File: src/rtl/spi_pkg.sv
// ---------------------------------------------------------------------------
// spi_pkg
// Shared definitions for the parametrised SPI master.
//   state_t       : controller states IDLE -> SETUP -> XFER -> HOLD
//   MODE0..MODE3  : SPI mode encodings as {cpol, cpha}
//   cnt_w()       : width of a counter that must hold values 0..max_val
// ---------------------------------------------------------------------------
package spi_pkg;

   typedef enum logic [1:0] {
      IDLE  = 2'd0,
      SETUP = 2'd1,
      XFER  = 2'd2,
      HOLD  = 2'd3
   } state_t;

   localparam logic [1:0] MODE0 = 2'b00;
   localparam logic [1:0] MODE1 = 2'b01;
   localparam logic [1:0] MODE2 = 2'b10;
   localparam logic [1:0] MODE3 = 2'b11;

   // Bits needed to count from 0 up to and including max_val (at least 1).
   function automatic int cnt_w(input int max_val);
      return (max_val < 1) ? 1 : $clog2(max_val + 1);
   endfunction

endpackage

File: src/rtl/spi_master_param_clk_gen.sv
// ---------------------------------------------------------------------------
// spi_clk_gen
// Registered SCLK divider. While enable is low SCLK rests at cpol and both
// counters are held at zero. While enable is high SCLK toggles every CLK_DIV
// sys_clk cycles.
//
// The edge strobes are combinational look-aheads: they are high in the cycle
// *before* the sys_clk edge that launches the SCLK edge, so the controller can
// shift MOSI / sample MISO on exactly the same sys_clk edge that moves SCLK.
//
// Ports:
//   sys_clk, rst_n : clock, synchronous active-low reset
//   enable         : run the divider (controller is in XFER)
//   cpol           : idle level of SCLK
//   spi_sclk       : registered serial clock
//   lead_edge      : next launched SCLK edge is a leading (odd-numbered) edge
//   trail_edge     : next launched SCLK edge is a trailing (even-numbered) edge
//   last_edge      : next launched SCLK edge is the final edge of the frame
// ---------------------------------------------------------------------------
module spi_clk_gen
   import spi_pkg::*;
#(
   parameter int CLK_DIV = 4,
   parameter int N_EDGES = 48
)(
   input  logic sys_clk,
   input  logic rst_n,
   input  logic enable,
   input  logic cpol,
   output logic spi_sclk,
   output logic lead_edge,
   output logic trail_edge,
   output logic last_edge
);

   localparam int DIV_W  = cnt_w(CLK_DIV);
   localparam int EDGE_W = cnt_w(N_EDGES);

   logic [DIV_W-1:0]  div_cnt;
   logic [EDGE_W-1:0] edge_cnt;
   logic              tick;

   assign tick       = enable && (div_cnt == DIV_W'(CLK_DIV - 1));
   // edge_cnt holds the number of edges already launched, so an even count
   // means the upcoming edge is odd-numbered, i.e. leading.
   assign lead_edge  = tick && !edge_cnt[0];
   assign trail_edge = tick &&  edge_cnt[0];
   assign last_edge  = tick && (edge_cnt == EDGE_W'(N_EDGES - 1));

   always_ff @(posedge sys_clk) begin
      if (!rst_n) begin
         spi_sclk <= 1'b0;
         div_cnt  <= '0;
         edge_cnt <= '0;
      end else if (!enable) begin
         spi_sclk <= cpol;
         div_cnt  <= '0;
         edge_cnt <= '0;
      end else if (tick) begin
         spi_sclk <= ~spi_sclk;
         div_cnt  <= '0;
         edge_cnt <= edge_cnt + EDGE_W'(1);
      end else begin
         div_cnt  <= div_cnt + DIV_W'(1);
      end
   end

endmodule

File: src/rtl/spi_master_param.sv
// ---------------------------------------------------------------------------
// spi_master_param
// Parametrised SPI master (MSB first) for ADC/DAC peripherals.
//
// Parameters: DATA_W (bits/frame), CLK_DIV (sys_clk cycles per SCLK half
// period), CS_SETUP, CS_HOLD (sys_clk cycles around the SCLK burst).
//
// Optional build macro SPI_LOOPBACK_EN: adds the loopback input; when it is
// high the receive path takes spi_mosi instead of spi_miso.
//
// Ports:
//   sys_clk, rst_n  : clock, synchronous active-low reset
//   cpol, cpha      : SPI mode, captured when start is accepted
//   start, tx_data  : transfer request and word to send
//   busy, done      : busy while a frame runs, one-cycle done at frame end
//   rx_data         : received word, updated in the done cycle
//   spi_sclk/mosi/miso/cs_n : SPI pins
//   fsm_state       : current controller state (state_t encoding)
//
// Handshake: start is honoured only in a cycle where busy=0 (controller in
// IDLE); it is then accepted on that sys_clk edge, busy rises and CS_n falls
// in the next cycle. A start while busy=1 is dropped, never queued. done is
// high for exactly one cycle, together with busy falling, so a start held
// high in the done cycle launches the next frame immediately.
//
// Timeline from the accept edge: one cycle for CS_n to go low, CS_SETUP
// further cycles of setup, 2*DATA_W*CLK_DIV cycles of SCLK, then CS_HOLD
// cycles before done: 1 + CS_SETUP + 2*DATA_W*CLK_DIV + CS_HOLD in total.
// ---------------------------------------------------------------------------
module spi_master_param
   import spi_pkg::*;
#(
   parameter int DATA_W   = 24,
   parameter int CLK_DIV  = 4,
   parameter int CS_SETUP = 2,
   parameter int CS_HOLD  = 2
)(
   input  logic              sys_clk,
   input  logic              rst_n,
   input  logic              cpol,
   input  logic              cpha,
   input  logic              start,
   input  logic [DATA_W-1:0] tx_data,
`ifdef SPI_LOOPBACK_EN
   input  logic              loopback,
`endif
   output logic              busy,
   output logic              done,
   output logic [DATA_W-1:0] rx_data,
   output logic              spi_sclk,
   output logic              spi_mosi,
   input  logic              spi_miso,
   output logic              spi_cs_n,
   output logic [1:0]        fsm_state
);

   localparam int N_EDGES = 2 * DATA_W;
   localparam int PH_W    = cnt_w((CS_SETUP > CS_HOLD) ? CS_SETUP : CS_HOLD);

   state_t            state;
   logic [DATA_W-1:0] tx_sr;
   logic [DATA_W-1:0] rx_sr;
   logic [PH_W-1:0]   phase_cnt;
   logic              cpol_q;
   logic              cpha_q;
   logic              sclk_idle;
   logic              miso_src;
   logic              lead_edge;
   logic              trail_edge;
   logic              last_edge;

   assign fsm_state = state;

`ifdef SPI_LOOPBACK_EN
   assign miso_src = loopback ? spi_mosi : spi_miso;
`else
   assign miso_src = spi_miso;
`endif

   // Use the incoming cpol on the accept edge so SCLK already sits at the
   // new idle level in the first SETUP cycle.
   assign sclk_idle = (state == IDLE && start) ? cpol : cpol_q;

   spi_clk_gen #(
      .CLK_DIV (CLK_DIV),
      .N_EDGES (N_EDGES)
   ) u_clk_gen (
      .sys_clk    (sys_clk),
      .rst_n      (rst_n),
      .enable     (state == XFER),
      .cpol       (sclk_idle),
      .spi_sclk   (spi_sclk),
      .lead_edge  (lead_edge),
      .trail_edge (trail_edge),
      .last_edge  (last_edge)
   );

   always_ff @(posedge sys_clk) begin
      if (!rst_n) begin
         state     <= IDLE;
         busy      <= 1'b0;
         done      <= 1'b0;
         rx_data   <= '0;
         spi_cs_n  <= 1'b1;
         spi_mosi  <= 1'b0;
         tx_sr     <= '0;
         rx_sr     <= '0;
         phase_cnt <= '0;
         cpol_q    <= 1'b0;
         cpha_q    <= 1'b0;
      end else begin
         done <= 1'b0;
         case (state)
            IDLE: begin
               if (start) begin
                  cpol_q    <= cpol;
                  cpha_q    <= cpha;
                  rx_sr     <= '0;
                  phase_cnt <= '0;
                  busy      <= 1'b1;
                  spi_cs_n  <= 1'b0;
                  state     <= SETUP;
                  // cpha=0 presents the MSB before the first (sampling) edge;
                  // cpha=1 puts it out on the first leading edge instead.
                  if (cpha) begin
                     tx_sr <= tx_data;
                  end else begin
                     spi_mosi <= tx_data[DATA_W-1];
                     tx_sr    <= {tx_data[DATA_W-2:0], 1'b0};
                  end
               end
            end

            SETUP: begin
               if (phase_cnt == PH_W'(CS_SETUP)) begin
                  phase_cnt <= '0;
                  state     <= XFER;
               end else begin
                  phase_cnt <= phase_cnt + PH_W'(1);
               end
            end

            XFER: begin
               // Strobes are look-aheads, so these updates land on the same
               // sys_clk edge that moves SCLK; MISO is taken as seen there.
               if (lead_edge) begin
                  if (cpha_q) begin
                     spi_mosi <= tx_sr[DATA_W-1];
                     tx_sr    <= {tx_sr[DATA_W-2:0], 1'b0};
                  end else begin
                     rx_sr <= {rx_sr[DATA_W-2:0], miso_src};
                  end
               end
               if (trail_edge) begin
                  if (cpha_q) begin
                     rx_sr <= {rx_sr[DATA_W-2:0], miso_src};
                  end else if (!last_edge) begin
                     spi_mosi <= tx_sr[DATA_W-1];
                     tx_sr    <= {tx_sr[DATA_W-2:0], 1'b0};
                  end
               end
               if (last_edge) begin
                  phase_cnt <= '0;
                  state     <= HOLD;
               end
            end

            HOLD: begin
               if (phase_cnt == PH_W'(CS_HOLD - 1)) begin
                  phase_cnt <= '0;
                  spi_cs_n  <= 1'b1;
                  busy      <= 1'b0;
                  done      <= 1'b1;
                  rx_data   <= rx_sr;
                  state     <= IDLE;
               end else begin
                  phase_cnt <= phase_cnt + PH_W'(1);
               end
            end

            default: state <= IDLE;
         endcase
      end
   end

endmodule

File: config.mk
export PLATFORM = sky130hd
export DESIGN_NAME = spi_master_param
export DESIGN_NICKNAME = d
export VERILOG_FILES = /design/src/rtl/spi_pkg.sv /design/src/rtl/spi_master_param_clk_gen.sv /design/src/rtl/spi_master_param.sv
export SDC_FILE = /design/constraint.sdc
export NUM_CORES = 1
export LEC_CHECK = 0
export BUFFER_PORTS_ARGS = -buffer_cell sky130_fd_sc_hd__buf_2
export CAP_MARGIN = 20
export CORE_UTILIZATION = 35
export CTS_CLUSTER_SIZE = 40
export DETAILED_ROUTE_END_ITERATION = 12
export PLACE_DENSITY = 0.61
export SYNTH_ARGS = -nofsm -noshare
export SYNTH_HDL_FRONTEND = slang
export SYNTH_SLANG_ARGS = --single-unit
File: constraint.sdc
create_clock -name sys_clk -period 3.13 [get_ports sys_clk]
set_clock_uncertainty 0.05 [all_clocks]
set_input_delay 0.1565 -clock sys_clk [delete_from_list [all_inputs] [get_ports sys_clk]]
set_output_delay 0.1565 -clock sys_clk [all_outputs]
set_load 0.05 [all_outputs]
==> Word level (Yosys, flattened, before mapping) <==
Index checks and enable logic that the tools add are counted.
{ "word_totals": {"ff_bits": 92, "latch_bits": 0, "ram_bits": 0, "mem_bits_ro": 0, "in_bits": 30, "output_inout_bits": 31, "wordCells": 94, "n_memories": 0} }
{ "op_classes": {"n_addsub": 3, "mul": 0, "div": 0, "magnitude_cmp": 0, "n_eq_ne": 13, "shift": 0, "mux": 42, "n_bitwise": 3, "n_reduce_logical": 19} }
{ "ops": {"columns": ["operator", "count"], "rows": [
  ["two-way mux 24 bit", 12],
  ["case mux 24 bit (2 select lines)", 2],
  ["two-way mux 2 bit", 8],
  ["case mux 2 bit (4 select lines)", 2],
  ["two-way mux 1 bit", 15],
  ["!= test 2 bit (second input constant)", 6],
  ["AND reduction 2 bit", 6],
  ["adder 6 x 1 -> 6 bit (second input constant)", 1],
  ["equality test 2 bit (second input constant)", 3],
  ["equality test 6 bit (second input constant)", 1],
  ["case mux 1 bit (2 select lines)", 3],
  ["AND reduction 3 bit", 2],
  ["logical AND 1 bit", 5],
  ["equality test 2 x 1 -> 1 bit (second input constant)", 2],
  ["AND reduction 4 bit", 1],
  ["nonzero test 2 bit", 2],
  ["adder 3 x 1 -> 3 bit (second input constant)", 1],
  ["equality test 3 x 2 -> 1 bit (second input constant)", 1],
  ["inverter 1 bit", 3],
  ["OR reduction 3 bit", 1],
  ["adder 2 x 1 -> 2 bit (second input constant)", 1],
  ["zero test 2 bit", 1],
  ["zero test 1 bit", 1]
]} }

==> Longest topological paths before layout <==
Gate-level depths: netlist of run 1.
{ "depth": {"depth_word": 8, "mapped_depth": 10} }

==> Hierarchy <==
A second synthesis of run 1 with hierarchy kept.
{ "unflattened": {"cells_unflattened": 443, "hier_area_um2": 3908.7} }
{ "modules_own_cells": {"columns": ["mod", "n_inst", "cells_per_inst", "area_per_inst_um2"], "rows": [
  ["spi_master_param", 1, 396, 3474.6],
  ["spi_clk_gen", 1, 47, 434.2]
]} }

==> Worst setup path after synthesis of run 1 <==
OpenSTA, ideal clock, no wires.
{ "synth_timing": {"path_type": "register to register", "startpoint": "register state[0], in the netlist fsm_state[0]", "endpoint": "register rx_sr[10]", "arrival_time_ns": 2.043, "t_required_ns": 2.960, "slack_ns": 0.917, "path_stages_with_launch": 10, "path_buffers": 3, "period_less_slack_ns": 2.213, "cell_sequence": "dfxtp_1 -> inv_1 -> ha_1 -> buf_2 -> mux2_4 -> and3_1 -> buf_4 -> buf_4 -> nand2_1 -> a21oi_1"} }
{ "synth_between": {"elab_chain_cells": 7, "word_cells_on_any_way": 12, "classes_between": "eq/ne: 2; mux: 4; reduce/logical: 6"} }
{ "synth_rtl": {"columns": ["item", "line", "source"], "rows": [
  ["start: declaration", "spi_master_param.sv:60", "state_t state;"],
  ["start signal: assignment", "spi_master_param.sv:100", "state <= IDLE;"],
  ["start signal: assignment", "spi_master_param.sv:122", "state <= SETUP;"],
  ["start signal: assignment", "spi_master_param.sv:137", "state <= XFER;"],
  ["equality test 2 bit", "spi_master_param.sv:90, spi_master_param.sv:113", null],
  ["logical AND 1 bit", "spi_master_param_clk_gen.sv:43", "assign tick = enable && (div_cnt == DIV_W'(CLK_DIV - 1));"],
  ["logical AND 1 bit", "spi_master_param_clk_gen.sv:46", "assign lead_edge = tick && !edge_cnt[0];"],
  ["two-way mux 24 bit", "spi_master_param.sv:146", "if (lead_edge) begin"],
  ["two-way mux 24 bit", "spi_master_param.sv:155", "if (cpha_q) begin"],
  ["two-way mux 24 bit", "spi_master_param.sv:154", "if (trail_edge) begin"],
  ["case mux 24 bit (2 select lines)", "spi_master_param.sv:113", "case (state)"],
  ["end signal: assignment", "spi_master_param.sv:151", "rx_sr <= {rx_sr[DATA_W-2:0], miso_src};"],
  ["end signal: assignment", "spi_master_param.sv:156", "rx_sr <= {rx_sr[DATA_W-2:0], miso_src};"],
  ["end: declaration", "spi_master_param.sv:62", "logic [DATA_W-1:0] rx_sr;"]
]} }
Parallel ways exist; a longest one is shown, timed or not.
A chain may end at the register's enable or synchronous reset.

==> Worst setup path after layout of run 1 <==
{ "layout_timing": {"startpoint": "register state[0], in the netlist fsm_state[0]", "endpoint": "register rx_sr[20]"} }
The elaborated chain is that of the path after synthesis.

==> results.md, run 1 <==
* Post-CTS Setup Bufs at 0
* DRT Wirelength at 12.9 mm
* Synth Area per Inst at 7.93 µm²
* Max-slew violation total from the final report at 0
* Via count at 4777
* RSZ-0062 raised after global routing: no
* Vias in the first global route at 4528
* Initial antenna violation count at 0
* Final Instance Count excl. Fillers at 865
* Clock root buffer master: clkbuf_16
* Initial Util at 35.8%
* GPL Wtd Cong at 0.757
* Footprint of the multi-input gates at 3000 µm²
* Synth Register Bits at 92
* Synthesized Nets at 691
* Reg clk slew, reported paths at 0.07 ns
* Rows at 44
* Initial DRC count at 402
* Max cap viols at 0
* Share of layout cells above drive strength 1 at 14.5%
* Highest fanout seen on the critical path at 26
* Crit path launch type: flop
* YS warnings at 0
* Post-synth top cells: nand2_1, dfxtp_1, a21oi_1
* Setup WS post-layout at 0.632 ns
* IO Pins at 61
* FFs w/ async S/R, synth at 0%
* Synth cell types at 42
* Fillcell total at 1436
* Status: finished, final reports clean
* Min-Delay Path Class: in2reg
* Wire length per cell at 15.0 µm
* Num CTS Buffers at 9
* Seq. cell area at 1840 µm²
* Max Fclk at 400 MHz
* Total power at 3.97 mW
* Pre-CTS setup slack at 0.633 ns
* CTS Sinks at 92
* Post-synth top area cell: dfxtp_1
* CTS tree: done
* Global-route usage over all layers at 17.0%
* N_diodes at 0
* Fin area at 5820 µm²
* Setup_tns at 0 ns
* Synth area leaders: dfxtp_1, mux2i_1, nand2_1, a21oi_1, nor3_1
* Gr ovfl total at 0
* Fin crit period at 2.50 ns
* PD cells at 682 nW/µm²
* Nets at 714
* Req. time, crit path at 3.27 ns
* Worst-margin pin slew at 0.939 ns
* I/O Buffers at 60
* Critical path class: reg2reg
* Die Span Y at 124 µm
* First-pass GRT wire length at 20.8 mm
* Seq/Total Area, Yosys at 35.6%
* Setup violations, final at 0
* Die width at 124 µm
* Slew headroom at 37.4%
* LEAKAGE at 2.04 nW
* Mapped Cells at 653
* Via density per instance at 5.52
* Hold Violations, Final at 0
* Drc violations at 0
* Maximum VDD drop at 267 µV
* Clk Latency, worst-skew pair at 0.35 ns
* Most instantiated library cell after synthesis: nand2_1
* Yosys top cell area share at 35.6%
* Area delta synth->final at 12.3%
* Final ANT Viol Nets at 0
* Hold slack at 0.0503 ns
* Tcrit/Tclk final at 79.8%
* Post-synth EDFFs at 0
* First-pass detailed-route iteration total at 6
* Area of the mapped netlist at 5180 µm²
* Critical path data arrival time at 2.64 ns
* Placed cells at 847
* Die area at 15300 µm²
* Clk buf depth at 2
* Crit. End Element: flop
* Largest net degree at the start of global routing at 53
* DP Wirelength at 8.03 mm
* Primary FF master, synth: dfxtp_1
* H-tree level count at 3
* Placed inst area at 5490 µm²
* Fin util at 40.2%
* Core footprint at 14500 µm²
area by class of cell:
class / instances / area share, %
multi-input combinational: 491 / 51.5
sequential: 92 / 31.7
timing repair buffer: 72 / 7.01
tap: 184 / 3.96
clock buffer: 10 / 3.94
clock inverter: 6 / 1.29
inverter: 10 / 0.645
logic make-up (layout without fill, tap and decap cells):
kind of cell / Yosys count / after routing / share of synthesized area (%)
and+or+nand+nor: 265 / 265 / 25.7
AOI/OAI and AO/OA: 162 / 162 / 19.4
DFF: 92 / 92 / 35.6
buffers and inverters: 70 / 98 / 6.64
muxes: 50 / 50 / 9.78
adders and majority gates: 8 / 8 / 1.93
xor gates and xnor gates: 6 / 6 / 1.01
critical path, cell delays in order (launching register included):
cell     delay, ns
dfxtp_1       0.39
inv_1         0.11
ha_1          0.28
mux2_4        0.46
nand3_1       0.69
nand2_1       0.27
a21oi_1       0.09
registers in the layout, indices dropped and copies added, names as in the netlist, 2 cells and up:
name and cells:
rx_data 24, rx_sr 24, tx_sr 24, u_clk_gen.edge_cnt 6, u_clk_gen.div_cnt 3, fsm_state 2, phase_cnt 2
power breakdown:
group	switching, mW	total, mW	internal [mW]
Sequential	0.194	1.53	1.33
Clock	0.511	1.15	0.635
Combinational	0.803	1.30	0.497
placed cells by master, fill, tap and decap left out, types with 2 or more instances in the layout:
cell	instances
o221ai_1	23
o2111ai_1	2
and2_1	3
a211oi_1	2
mux2i_1	48
nor4bb_1	12
dlygate4sd3_1	2
nor3_1	48
nand3_1	6
nor3b_1	2
buf_2	60
and4bb_2	10
o22ai_1	2
and3_1	2
nand2b_1	25
xor2_1	3
xnor2_1	3
buf_4	9
nor2_1	34
inv_1	10
dfxtp_1	92
nand4_1	3
nand2_1	115
o21ai_0	26
nor2b_1	3
a22oi_1	22
inv_6	3
a21oi_1	76
ha_1	8
clkbuf_16	9
what timing repair did:
item | 4_1_cts | 5_1_grt
endpoints found under the hold margin | 2 | 0
gates resized for setup | 0 | 0
setup endpoints to repair | 0 | 0
hold buffers | 2 | 0
per-layer routing:
metal	wire, µm	share of wire, %	up-vias	track usage (%)
met4	177	1.4	0	6.93
met2	6350	49	111	29.5
li1	-	-	2376	-
met1	5900	46	2279	20.0
met3	515	4.0	11	3.94
met5	0	0	-	0
final timing paths:
check	depth (start not counted)	to	slack, ns	start
min reg2reg	1	u_clk_gen.div_cnt[0]	0.38	u_clk_gen.div_cnt[0]
min	3	cpol_q	0.05	cpol
max	6	rx_sr[20]	0.63	fsm_state[0]
max reg2reg	6	rx_sr[20]	0.63	fsm_state[0]
Note: power is estimated with default switching activity, not from simulation.
==> run 2, diff against run 1 <==
Settings changed: PLACE_DENSITY 0.61 to 0.63.
Clock period 3.13 ns to 2.1 ns, I/O delays scaled along.
==> run 2 against run 1 <==
- total power increased by 48%
- first-iteration DRC count decreased by 7.2%
- final area increased by 3.0%
- final cell count increased by 1.6%
- die area unchanged
- combinational power increased by 57%
- critical endpoint is now rx_sr[5]
- largest power group unchanged
==> results.md, run 2 (same netlist as run 1, synthesis figures left out) <==
* Reg clk slew, reported paths at 0.07 ns
* First-pass detailed-route iteration total at 4
* Combinational share of power at 34.6%
* Global-route usage over all layers at 17.0%
* Hold Violations, Final at 0
* PD cells at 984 nW/µm²
* Wire length per cell at 14.1 µm
* GPL Wtd Cong at 0.746
* Rows at 44
* Largest net degree at the start of global routing at 52
* Core footprint at 14500 µm²
* Initial DRC count at 373
* Final ANT Viol Nets at 0
* CTS tree: done
* Initial Util at 35.8%
* Sequential power share at 38.6%
* Post-CTS Setup Bufs at 0
* Clock root buffer master: clkbuf_16
* Clock Power Share at 26.8%
* Vias in the first global route at 4295
* N_diodes at 0
* H-tree level count at 3
* Slew headroom at 49.1%
* DP Wirelength at 7.86 mm
* Highest fanout seen on the critical path at 24
* Pre-CTS setup slack at 0.213 ns
* IO Pins at 61
* Hold slack at 0.0139 ns
* Fin crit period at 1.87 ns
* Die width at 124 µm
* First-pass GRT wire length at 20.9 mm
* Switching power at 2.22 mW
* DRT Wirelength at 12.4 mm
* Max Fclk at 534 MHz
* Min-Delay Path Class: in2reg
* RSZ-0062 raised after global routing: no
* Area delta synth->final at 15.7%
* Max cap viols at 0
* Cell-internal power at 3.67 mW
* Commonest non-fill, non-tap cell in the layout: nand2_1
* Setup violations, final at 0
* Crit. End Element: flop
* Max-slew violation total from the final report at 0
* Clk Latency, worst-skew pair at 0.34 ns
* Worst-margin pin slew at 0.764 ns
* Switching share of power at 37.7%
* Largest regs: rx_data: 24 flops, rx_sr: 24 flops, tx_sr: 24 flops
* Tcrit/Tclk final at 89.2%
* Crit path launch type: flop
* I/O Buffers at 60
* Drc violations at 0
* Critical path class: reg2reg
* Setup_tns at 0 ns
* Commonest cells after routing, fill and taps aside: nand2_1, dfxtp_1, a21oi_1
* LEAKAGE at 2.13 nW
* Num CTS Buffers at 9
* Die area at 15300 µm²
* CTS Sinks at 92
* Setup WS post-layout at 0.226 ns
* Gr ovfl total at 0
* Cts hold-fix bufs at 1
* Via density per instance at 5.35
* Share of layout cells above drive strength 1 at 16.7%
* Via count at 4705
* Nets at 728
* CTS resizes at 0
* Maximum VDD drop at 519 µV
* Status: finished, final reports clean
* Clk buf depth at 2
* Req. time, crit path at 2.33 ns
* Critical path data arrival time at 2.10 ns
* Initial antenna violation count at 0
* Die Span Y at 124 µm
[run 2: cell types whose count changed in the layout (fill, tap and decap cells not counted)]
cell           change
bufinv_16          -1
dlygate4sd3_1      -1
clkinv_4           +2
dfxtp_1            -2
inv_8              +1
buf_4              +8
dfxtp_2            +2
inv_6              -2
buf_12             +7
[run 2: worst paths after layout]
check | endpoint | slack [ns] | cells after the start | startpoint
worst max-delay path | rx_sr[5] | 0.23 | 7 | u_clk_gen.div_cnt[0]
worst min-delay path | cpol_q | 0.01 | 3 | cpol
worst max register to register | rx_sr[5] | 0.23 | 7 | u_clk_gen.div_cnt[0]
worst min register to register | u_clk_gen.div_cnt[0] | 0.39 | 1 | u_clk_gen.div_cnt[0]
[run 2: critical path: stages, from the launching register on]
cell and delay, ns:
dfxtp_1 0.34, ha_1 0.15, ha_1 0.29, and2_1 0.30, and3_1 0.19, buf_4 0.26
nand2_1 0.09, a21oi_1 0.13
[run 2: stage by stage]
step	cell area [µm²]	std cells	util, %	total power [mW]
6_report	5990	879	41.4	5.89
5_1_grt	5990	879	41.4	6.28
4_1_cts	5990	879	41.4	5.93
3_5_place_dp	5700	862	39.3	4.33
3_3_place_gp	5700	862	39.3	4.32
2_1_floorplan	5180	653	-	3.78
[run 2: area by class of cell]
class	instances	area, µm²
sequential	92	1840
clock buffer	10	229
inverter	10	37.5
timing repair buffer	86	598
fill	1485	8490
multi-input combinational	491	3000
clock inverter	6	56.3
tap	184	230
[run 2: power by group through the flow]
stage          logic [mW]  registers [mW]  clock network [mW]
2_1_floorplan        1.41            2.38                   0
3_3_place_gp         2.02            2.31                   0
3_5_place_dp         2.02            2.31                   0
4_1_cts              2.03            2.27                1.63
5_1_grt              2.27            2.32                1.69
6_report             2.04            2.28                1.58
[run 2: per-layer routing]
layer	up-vias	GRT usage (%)	wire [µm]	share of wire, %
met2	91	28.0	5740	46
met1	2200	22.2	5950	48
li1	2405	-	-	-
met4	0	4.82	126	1.0
met3	9	3.85	550	4.4
met5	-	0	0	0
